$ cat config.mk
export PLATFORM = sky130hd
export DESIGN_NAME = ov7670_config_sequencer
export DESIGN_NICKNAME = d
export VERILOG_FILES = /design/src/rtl/ov7670_config_sequencer.sv
export SDC_FILE = /design/constraint.sdc
export NUM_CORES = 1
export LEC_CHECK = 0
export BUFFER_PORTS_ARGS = -buffer_cell sky130_fd_sc_hd__buf_2
export CELL_PAD_IN_SITES_DETAIL_PLACEMENT = 0
export CELL_PAD_IN_SITES_GLOBAL_PLACEMENT = 1
export CORE_MARGIN = 10
export CORE_UTILIZATION = 25
export CTS_CLUSTER_DIAMETER = 200
export DETAILED_ROUTE_END_ITERATION = 10
export PLACE_DENSITY = 0.5
export SLEW_MARGIN = 15
export SYNTH_ARGS = -nofsm -noshare
export SYNTH_HDL_FRONTEND = slang
export SYNTH_SLANG_ARGS = --single-unit
$ cat constraint.sdc
create_clock -name clk_i -period 3.74 [get_ports clk_i]
set_input_delay 0.374 -clock clk_i [delete_from_list [all_inputs] [get_ports clk_i]]
set_output_delay 0.374 -clock clk_i [all_outputs]
set_load 0.005 [all_outputs]
$ cat src/rtl/ov7670_config_sequencer.sv
// ---------------------------------------------------------------------------
// ov7670_config_sequencer
//
// Purpose:
//   Walks the OV7670 configuration ROM from address 0 and turns every
//   {reg_addr, reg_data} word into one SCCB register-write request. The run
//   stops at the end-marker word, or after the entry at the last ROM address.
//   After the COM7 soft-reset entry completes, the sequencer stalls for a
//   fixed settle time before the next fetch. NACKed writes are re-issued a
//   bounded number of times before the run ends in an error.
//
// Ports:
//   clk_i            system clock
//   rst_ni           asynchronous active-low reset
//   start_i          single-cycle start pulse (ignored while busy)
//   rom_addr_o       ROM read address (ROM answers one clock later)
//   rom_data_i       ROM word {reg_addr[15:8], reg_data[7:0]}
//   sccb_valid_o     write request valid
//   sccb_ready_i     SCCB master accepts the request this cycle
//   sccb_reg_addr_o  register address of the request
//   sccb_reg_data_o  register data of the request
//   sccb_done_i      one-cycle pulse: accepted transaction finished
//   sccb_nack_i      qualified by sccb_done_i: slave did not acknowledge
//   busy_o           sequence in progress
//   done_o           sequence completed (held until next start or reset)
//   error_o          retries exhausted (held until next start or reset)
//   write_count_o    successfully completed writes in this run
// ---------------------------------------------------------------------------
module ov7670_config_sequencer #(
  parameter int          ADDR_W            = 8,
  parameter logic [15:0] END_MARKER        = 16'hFFFF,
  parameter logic [15:0] RESET_WORD        = 16'h1280,
  parameter int          RESET_WAIT_CYCLES = 1_000_000,
  parameter int          MAX_RETRIES       = 3
) (
  input  logic              clk_i,
  input  logic              rst_ni,
  input  logic              start_i,
  output logic [ADDR_W-1:0] rom_addr_o,
  input  logic [15:0]       rom_data_i,
  output logic              sccb_valid_o,
  input  logic              sccb_ready_i,
  output logic [7:0]        sccb_reg_addr_o,
  output logic [7:0]        sccb_reg_data_o,
  input  logic              sccb_done_i,
  input  logic              sccb_nack_i,
  output logic              busy_o,
  output logic              done_o,
  output logic              error_o,
  output logic [ADDR_W-1:0] write_count_o
);

  // The delay counter only has to hold RESET_WAIT_CYCLES-1, the retry
  // counter has to reach MAX_RETRIES.
  localparam int DLY_W = (RESET_WAIT_CYCLES > 1) ? $clog2(RESET_WAIT_CYCLES) : 1;
  localparam int RTY_W = (MAX_RETRIES > 0) ? $clog2(MAX_RETRIES + 1) : 1;
  localparam logic [DLY_W-1:0] DLY_LOAD = DLY_W'(RESET_WAIT_CYCLES - 1);
  localparam logic [RTY_W-1:0] RTY_MAX  = RTY_W'(MAX_RETRIES);

  typedef enum logic [2:0] {
    IDLE,
    FETCH,
    DECODE,
    ISSUE,
    WAIT_DONE,
    DELAY,
    DONE,
    ERROR
  } state_t;

  state_t r_state;
  state_t w_nextState;

  logic [ADDR_W-1:0] r_romAddr;
  logic [ADDR_W-1:0] r_writeCount;
  logic [RTY_W-1:0]  r_retry;
  logic [DLY_W-1:0]  r_delayCnt;
  logic [7:0]        r_regAddr;
  logic [7:0]        r_regData;
  logic              r_valid;
  logic              r_done;
  logic              r_error;
  logic              w_busy;

  logic w_isLastAddr;
  logic w_isEndMarker;
  logic w_isResetWord;
  logic w_retryLeft;
  logic w_delayZero;
  logic w_canStart;

  assign w_isLastAddr  = (r_romAddr == '1);
  assign w_isEndMarker = (rom_data_i == END_MARKER);
  // The settle delay keys off the entry that was just written, which is
  // still held in the request registers while waiting for completion.
  assign w_isResetWord = ({r_regAddr, r_regData} == RESET_WORD);
  assign w_retryLeft   = (r_retry < RTY_MAX);
  assign w_delayZero   = (r_delayCnt == '0);
  assign w_canStart    = start_i && ((r_state == IDLE) || (r_state == DONE) || (r_state == ERROR));

  // State register: the only place the FSM state changes.
  always_ff @(posedge clk_i or negedge rst_ni) begin
    if (!rst_ni) begin
      r_state <= IDLE;
    end else begin
      r_state <= w_nextState;
    end
  end

  // Next-state logic. The end-of-entry decision is shared between the
  // plain completion path and the end of the settle delay: the last ROM
  // address finishes the run instead of wrapping.
  always_comb begin
    w_nextState = r_state;
    case (r_state)
      IDLE, DONE, ERROR: begin
        if (start_i) w_nextState = FETCH;
      end
      FETCH: w_nextState = DECODE;
      DECODE: begin
        w_nextState = w_isEndMarker ? DONE : ISSUE;
      end
      ISSUE: begin
        if (sccb_ready_i) w_nextState = WAIT_DONE;
      end
      WAIT_DONE: begin
        if (sccb_done_i) begin
          if (!sccb_nack_i) begin
            if (w_isResetWord)     w_nextState = DELAY;
            else if (w_isLastAddr) w_nextState = DONE;
            else                   w_nextState = FETCH;
          end else begin
            w_nextState = w_retryLeft ? ISSUE : ERROR;
          end
        end
      end
      DELAY: begin
        if (w_delayZero) w_nextState = w_isLastAddr ? DONE : FETCH;
      end
      default: w_nextState = IDLE;
    endcase
  end

  // Output decode: busy covers every state that is part of an active run.
  always_comb begin
    w_busy = 1'b0;
    case (r_state)
      IDLE, DONE, ERROR: w_busy = 1'b0;
      default:           w_busy = 1'b1;
    endcase
  end

  // Datapath registers. They follow the same decisions as the next-state
  // logic so that addresses, counters and the request are updated on the
  // same edge as the state change they belong to.
  always_ff @(posedge clk_i or negedge rst_ni) begin
    if (!rst_ni) begin
      r_romAddr    <= '0;
      r_writeCount <= '0;
      r_retry      <= '0;
      r_delayCnt   <= '0;
      r_regAddr    <= '0;
      r_regData    <= '0;
      r_valid      <= 1'b0;
      r_done       <= 1'b0;
      r_error      <= 1'b0;
    end else begin
      case (r_state)
        IDLE, DONE, ERROR: begin
          if (w_canStart) begin
            r_romAddr    <= '0;
            r_writeCount <= '0;
            r_retry      <= '0;
            r_done       <= 1'b0;
            r_error      <= 1'b0;
            r_valid      <= 1'b0;
          end
        end
        DECODE: begin
          if (w_isEndMarker) begin
            r_done <= 1'b1;
          end else begin
            r_regAddr <= rom_data_i[15:8];
            r_regData <= rom_data_i[7:0];
            r_valid   <= 1'b1;
          end
        end
        ISSUE: begin
          if (sccb_ready_i) r_valid <= 1'b0;
        end
        WAIT_DONE: begin
          if (sccb_done_i) begin
            if (!sccb_nack_i) begin
              r_writeCount <= r_writeCount + ADDR_W'(1);
              r_retry      <= '0;
              if (w_isResetWord)     r_delayCnt <= DLY_LOAD;
              else if (w_isLastAddr) r_done     <= 1'b1;
              else                   r_romAddr  <= r_romAddr + ADDR_W'(1);
            end else if (w_retryLeft) begin
              // Same entry is still in the request registers.
              r_retry <= r_retry + RTY_W'(1);
              r_valid <= 1'b1;
            end else begin
              // The failing address stays on rom_addr_o for diagnosis.
              r_error <= 1'b1;
            end
          end
        end
        DELAY: begin
          if (w_delayZero) begin
            if (w_isLastAddr) r_done    <= 1'b1;
            else              r_romAddr <= r_romAddr + ADDR_W'(1);
          end else begin
            r_delayCnt <= r_delayCnt - DLY_W'(1);
          end
        end
        default: begin
          r_valid <= 1'b0;
        end
      endcase
    end
  end

  assign rom_addr_o      = r_romAddr;
  assign sccb_valid_o    = r_valid;
  assign sccb_reg_addr_o = r_regAddr;
  assign sccb_reg_data_o = r_regData;
  assign busy_o          = w_busy;
  assign done_o          = r_done;
  assign error_o         = r_error;
  assign write_count_o   = r_writeCount;

endmodule

* After elaboration in Yosys (flattened, before gate mapping)
Cells that the tools add are included.
** Storage, ports and cells
- Logic and storage cells :: 110
- Output and inout port bits :: 36
- Register bits after elaboration :: 60
- Input port bits :: 22
** Cells by class
- Equal/unequal tests :: 25
- $lt $le $gt $ge :: 1
- Mux-type cells :: 49
- Add/sub/neg operators :: 4
- Reduce and logical (&&, ||, !) cells :: 19
- Bitwise logic cells :: 2
** Operators by type and width (count)
- two-way mux 20 bit :: 4
- two-way mux 8 bit :: 8
- one-hot mux 20 bit (2 select lines) :: 1
- inequality test 2 bit, second input constant :: 14
- two-way mux 3 bit :: 9
- one-hot mux 8 bit (3 select lines) :: 1
- zero test 20 bit :: 1
- subtractor 20 x 1 -> 20 bit, second input constant :: 1
- one-hot mux 3 bit (6 select lines) :: 1
- adder 8 x 1 -> 8 bit, second input constant :: 2
- equality test 16 x 13 -> 1 bit, second input constant :: 1
- equality test 16 bit, second input constant :: 1
- two-way mux 1 bit :: 16
- one-hot mux 8 bit (2 select lines) :: 1
- AND reduction 7 bit :: 2
- equality test 3 bit, second input constant :: 4
- AND reduction 4 bit :: 3
- AND reduction 5 bit :: 2
- equality test 8 bit, second input constant :: 1
- two-way mux 2 bit :: 4
- equality test 3 x 2 -> 1 bit, second input constant :: 2
- AND reduction 6 bit :: 1
- one-hot mux 1 bit (5 select lines) :: 1
- one-hot mux 1 bit (4 select lines) :: 1
- other kinds (15) :: 18

* Longest topological paths before layout
- Depth after elaboration :: 6
- Gate-level depth with buffers :: 8
- Gate-level depth less buffers :: 7

* Least setup slack after synthesis
No wires, ideal clock.
- Path type :: reg-to-reg
- From :: register r_delayCnt[10]
- To :: register r_state[2]
- Library setup time :: 0.128 ns
- Setup slack :: 1.404 ns
- Arrival :: 2.208 ns
- Stages on the path, launching flop included :: 7
- Required time :: 3.612 ns
- Path through :: dfrtp_1 > or4_4 > or3_1 > buf_6 > o31a_4 > nor2_1 > mux2_1
** Between the ends
- Word-level cells in the longest chain between the ends :: 3
** Ends and longest elaborated chain
- from (decl) :: RTL line 77 : logic [DLY_W-1:0] r_delayCnt;
- from (signal assigned) :: RTL line 214 : r_delayCnt <= r_delayCnt - DLY_W'(1);
- zero test 20 bit :: RTL line 98 : assign w_delayZero = (r_delayCnt == '0);
- inequality test 2 bit (no line)
- AND reduction 4 bit (no line)
- to (signal assigned) :: RTL line 106 : r_state <= w_nextState;
- to (decl) :: RTL line 71 : state_t r_state;
No other way between the ends.
A chain may end at the register's enable or synchronous reset.

* Final worst setup path
- From :: register r_delayCnt[6]
- To :: register r_delayCnt[10]
** Between the ends
- Word-level cells in the longest chain between the ends :: 3
** Ends and longest elaborated chain (RTL line)
- subtractor 20 x 1 -> 20 bit / zero test 20 bit (equally long branches) :: 214, 98
- two-way mux 20 bit / inequality test 2 bit (equally long branches)
- one-hot mux 20 bit (2 select lines) / AND reduction 5 bit (equally long branches)
Several ways; a longest one is shown, not always the timed one. The select of a mux whose other input is x is not followed.

==> metrics.txt <==
# TYPE chip_impl_metric gauge
chip_impl_metric{name="tightestPinTransition",unit="ns"} 0.8798
chip_impl_info{name="run_status",value="finished clean"} 1
chip_impl_metric{name="ios",unit=""} 58
chip_impl_info{name="worstSetupStartpointType",value="flip-flop"} 1
chip_impl_metric{name="worst_hold_slack",unit="ns"} 0.01586
chip_impl_metric{name="areaGrowthSynthToFinish",unit="%"} 23.76
chip_impl_info{name="critical_path.reg2reg.endpoint",value="r_delayCnt[10]"} 1
chip_impl_metric{name="drt_first_pass_iters",unit=""} 4
chip_impl_metric{name="first_iter_violations",unit=""} 116
chip_impl_metric{name="routability_congestion_estimate_from_global_placement",unit=""} 0.7378
chip_impl_metric{name="core_utilization_of_the_finished_layout",unit="%"} 31.74
chip_impl_metric{name="p_sw_share",unit="%"} 33.91
chip_impl_metric{name="core_area",unit="um2"} 12670
chip_impl_info{name="most-common-layout-cells",value="dfrtp_1, buf_2, o31ai_1"} 1
chip_impl_metric{name="n_antenna_cell",unit=""} 0
chip_impl_metric{name="timing.reg2reg.setup_slack",unit="ns"} 0.97
chip_impl_metric{name="syn-instance-count",unit=""} 322
chip_impl_metric{name="ys_seq_area_share",unit="%"} 46.21
chip_impl_info{name="layout_commonest_cell",value="dfrtp_1"} 1
chip_impl_info{name="cts_root_buffer",value="clkbuf_16"} 1
chip_impl_metric{name="grt_pass1_vias",unit=""} 2959
chip_impl_info{name="rr_startpoint",value="r_delayCnt[6]"} 1
chip_impl_metric{name="synth_enable_flop_cells",unit=""} 0
chip_impl_metric{name="num-nets-final",unit=""} 407
chip_impl_info{name="yosys-top-cells-area",value="dfrtp_1, o31ai_1, mux2_2, or4_1, a21oi_1"} 1
chip_impl_metric{name="intPower",unit="mW"} 1.720
chip_impl_metric{name="wire_length_per_cell",unit="um"} 16.92
chip_impl_metric{name="power.share.clock",unit="%"} 33.0
chip_impl_info{name="critPathCaptureType",value="flip-flop"} 1
chip_impl_metric{name="die-area",unit="um2"} 17960
chip_impl_metric{name="vias",unit=""} 2847
chip_impl_metric{name="place_hpwl",unit="um"} 6687
chip_impl_metric{name="power.density_cell_area",unit="nW/um2"} 647.1
chip_impl_metric{name="die_w",unit="um"} 134.0
chip_impl_metric{name="synth.net_count",unit=""} 349
chip_impl_metric{name="post_synth_mux_area_share",unit="%"} 6.238
chip_impl_metric{name="ys_ff_latch",unit=""} 60
chip_impl_metric{name="hold_violations",unit=""} 0
chip_impl_metric{name="post_synthesis_compound_gate_area_fraction",unit="%"} 19.60
chip_impl_metric{name="r2r_cells",unit=""} 5
chip_impl_metric{name="post_route_cells_drive_above_1_share",unit="%"} 26.75
chip_impl_metric{name="p_seq_share",unit="%"} 38.1
chip_impl_info{name="rsz0062_at_grt",value="false"} 1
chip_impl_metric{name="power_switching",unit="mW"} 0.8823
chip_impl_metric{name="port-buffer-count",unit=""} 57
chip_impl_info{name="crit_path_end",value="r_delayCnt[10]"} 1
chip_impl_info{name="ys.flop_type",value="dfrtp_1"} 1
chip_impl_metric{name="synth-async-reset-ratio",unit="%"} 100.0
chip_impl_metric{name="grt_max_degree",unit=""} 41
chip_impl_metric{name="wirelength",unit="um"} 9422
chip_impl_metric{name="clock_path_buffers",unit=""} 2
chip_impl_metric{name="final.period_utilization",unit="%"} 74.18
chip_impl_metric{name="post_layout_nonfiller_instances",unit=""} 557
chip_impl_metric{name="ir_drop",unit="V"} 0.0003007
chip_impl_metric{name="final.setup.tns",unit="ns"} 0
chip_impl_metric{name="chipHeight",unit="um"} 134.0
chip_impl_metric{name="register_clock_pin_slew_on_the_reported_worst_setup_and_hold_paths",unit="ns"} 0.06
chip_impl_metric{name="fin_skew",unit="ns"} 0.008496
chip_impl_metric{name="fin_crit",unit="ns"} 2.774
chip_impl_metric{name="max_cap_viol_count",unit=""} 0
chip_impl_metric{name="netlist-cell-type-count",unit=""} 53
chip_impl_metric{name="cts_setup_buffers",unit=""} 0
chip_impl_metric{name="h-tree-depth",unit=""} 3
chip_impl_metric{name="cts_made_buffers",unit=""} 9
chip_impl_info{name="tritoncts",value="yes"} 1
chip_impl_metric{name="clk_latency",unit="ns"} 0.33
chip_impl_metric{name="post-place-cells",unit=""} 541
chip_impl_metric{name="grt_usage",unit="%"} 10.84
chip_impl_metric{name="setup_violations",unit=""} 0
chip_impl_metric{name="initial_core_util",unit="%"} 25.64
chip_impl_metric{name="drc",unit=""} 0
chip_impl_info{name="synthDominantAreaCellType",value="dfrtp_1"} 1
chip_impl_metric{name="post_synth_fa_ha_maj_area_fraction",unit="%"} 1.925
chip_impl_metric{name="synth-simple-area-share",unit="%"} 21.56
chip_impl_metric{name="synthesis.yosys.warnings",unit=""} 0
chip_impl_metric{name="report.power.total",unit="mW"} 2.602
chip_impl_metric{name="average_instance_area_after_synthesis",unit="um2"} 10.09
chip_impl_metric{name="postRouteAntennaNets",unit=""} 0
chip_impl_metric{name="power_frac_comb",unit="%"} 29.0
chip_impl_metric{name="worst-endpoint-required",unit="ns"} 3.99
chip_impl_metric{name="fp-row-count",unit=""} 41
chip_impl_metric{name="via_density",unit=""} 5.111
chip_impl_metric{name="synthesis.area",unit="um2"} 3249
chip_impl_metric{name="worstPathMaxFanout",unit=""} 13
chip_impl_info{name="critPathLaunch",value="r_delayCnt[6]"} 1
chip_impl_metric{name="holdBufCountCts",unit=""} 0
chip_impl_info{name="holdCritPathClass",value="in -> async"} 1
chip_impl_metric{name="finalMaxSlewViolations",unit=""} 0
chip_impl_metric{name="grt_pass1_wl",unit="um"} 15620
chip_impl_metric{name="total_leakage_power",unit="nW"} 1.583
chip_impl_metric{name="grt_overflow",unit=""} 0
chip_impl_metric{name="achievable-frequency",unit="GHz"} 0.3604
chip_impl_metric{name="postCtsResizedCells",unit=""} 0
chip_impl_metric{name="antenna_violations_before_repair",unit=""} 0
chip_impl_info{name="critical_path_class",value="reg -> reg"} 1
chip_impl_info{name="main_combinational_cell_family_by_area_after_synthesis",value="simple AND/OR/NAND/NOR gates"} 1
chip_impl_metric{name="cts_sinks",unit=""} 60
chip_impl_metric{name="post-synth-top-area-fraction",unit="%"} 46.21
chip_impl_metric{name="worst_ep_arrival_time",unit="ns"} 3.02
chip_impl_metric{name="slew-limit-headroom",unit="%"} 41.25
chip_impl_metric{name="post_synth_xor_area_fraction",unit="%"} 1.348
worst min-delay path by stage:
stage                              end  slack [ns]
floorplan                       done_o        0.08
global placement    sccb_reg_addr_o[1]        0.41
detailed placement  sccb_reg_addr_o[1]        0.39
CTS                 sccb_reg_addr_o[5]        0.04
global route                   error_o        0.06
finish              sccb_reg_addr_o[1]        0.02
logic make-up (layout without fill, tap and decap cells):
| kind of cell | Yosys count | after routing |
|---|---|---|
| compound gates | 90 | 90 |
| fa+ha+maj | 5 | 5 |
| flops | 60 | 60 |
| buf+inv | 22 | 85 |
| simple gates | 122 | 122 |
| mux | 18 | 18 |
| xor+xnor | 5 | 5 |
per-stage QoR:
stage / worst slack, ns / cell area [um2]
floorplan: 1.404 / 3249
global placement: 1.013 / 3717
detailed placement: 0.9839 / 3717
CTS: 0.9558 / 4021
global route: 0.7228 / 4021
finish: 0.9656 / 4021
layer usage:
layer / track usage, % / wire length, um / vias up
met4: 4.716 / 162 / 0
li1: - / - / 1374
met2: 16.11 / 4074 / 71
met3: 4.108 / 620 / 12
met5: 0 / 0 / -
met1: 13.68 / 4565 / 1390
registers in the layout, indices dropped and copies added, names as in the netlist:
register         count
done_o               1
error_o              1
r_retry              2
sccb_reg_addr_o      8
r_state              3
r_delayCnt          20
sccb_valid_o         1
rom_addr_o           8
sccb_reg_data_o      8
write_count_o        8
power by group through the flow:
stage | logic (mW) | registers [mW] | clock network, mW
3_5_place_dp | 0.764 | 0.995 | 0
2_1_floorplan | 0.530 | 0.917 | 0
6_report | 0.753 | 0.991 | 0.858
3_3_place_gp | 0.762 | 0.994 | 0
4_1_cts | 0.769 | 0.988 | 0.880
5_1_grt | 0.851 | 1.02 | 0.908
synth_stat cells, types with 3 or more instances:
master    count
mux2_2       17
o211ai_1      3
nor2_1       16
or2_2         3
nand3_1      15
a31oi_1       3
nor2b_1       3
xnor2_1       4
or4_1        12
buf_2         3
nand4_1       9
inv_1         7
nor3_1       11
ha_1          5
nand2b_1      7
and2_1        3
or3_1        11
clkbuf_1     10
o21ai_1       5
a21oi_1      15
and3_1        5
nor4b_1       4
nor4_1        4
nand2_1      12
o21ai_0      12
dfrtp_1      60
o31ai_1      30
worst max-delay path, stage by stage, from the launching register on:
cell and delay, ns:
dfrtp_1 0.41, or4_1 0.58, or3_1 0.51, o311ai_2 0.79
o21ai_0 0.21, a21oi_1 0.19
layout make-up:
type	instances	area (um2)
Clock inverter	4	47.55
Multi-Input combinational cell	240	1652
Sequential cell	60	1501
Timing Repair Buffer	62	322.8
Inverter	7	26.28
Fill cell	1328	8650
Clock buffer	12	256.5
Tap cell	172	215.2
No activity file was read; power rests on OpenSTA's default activity.
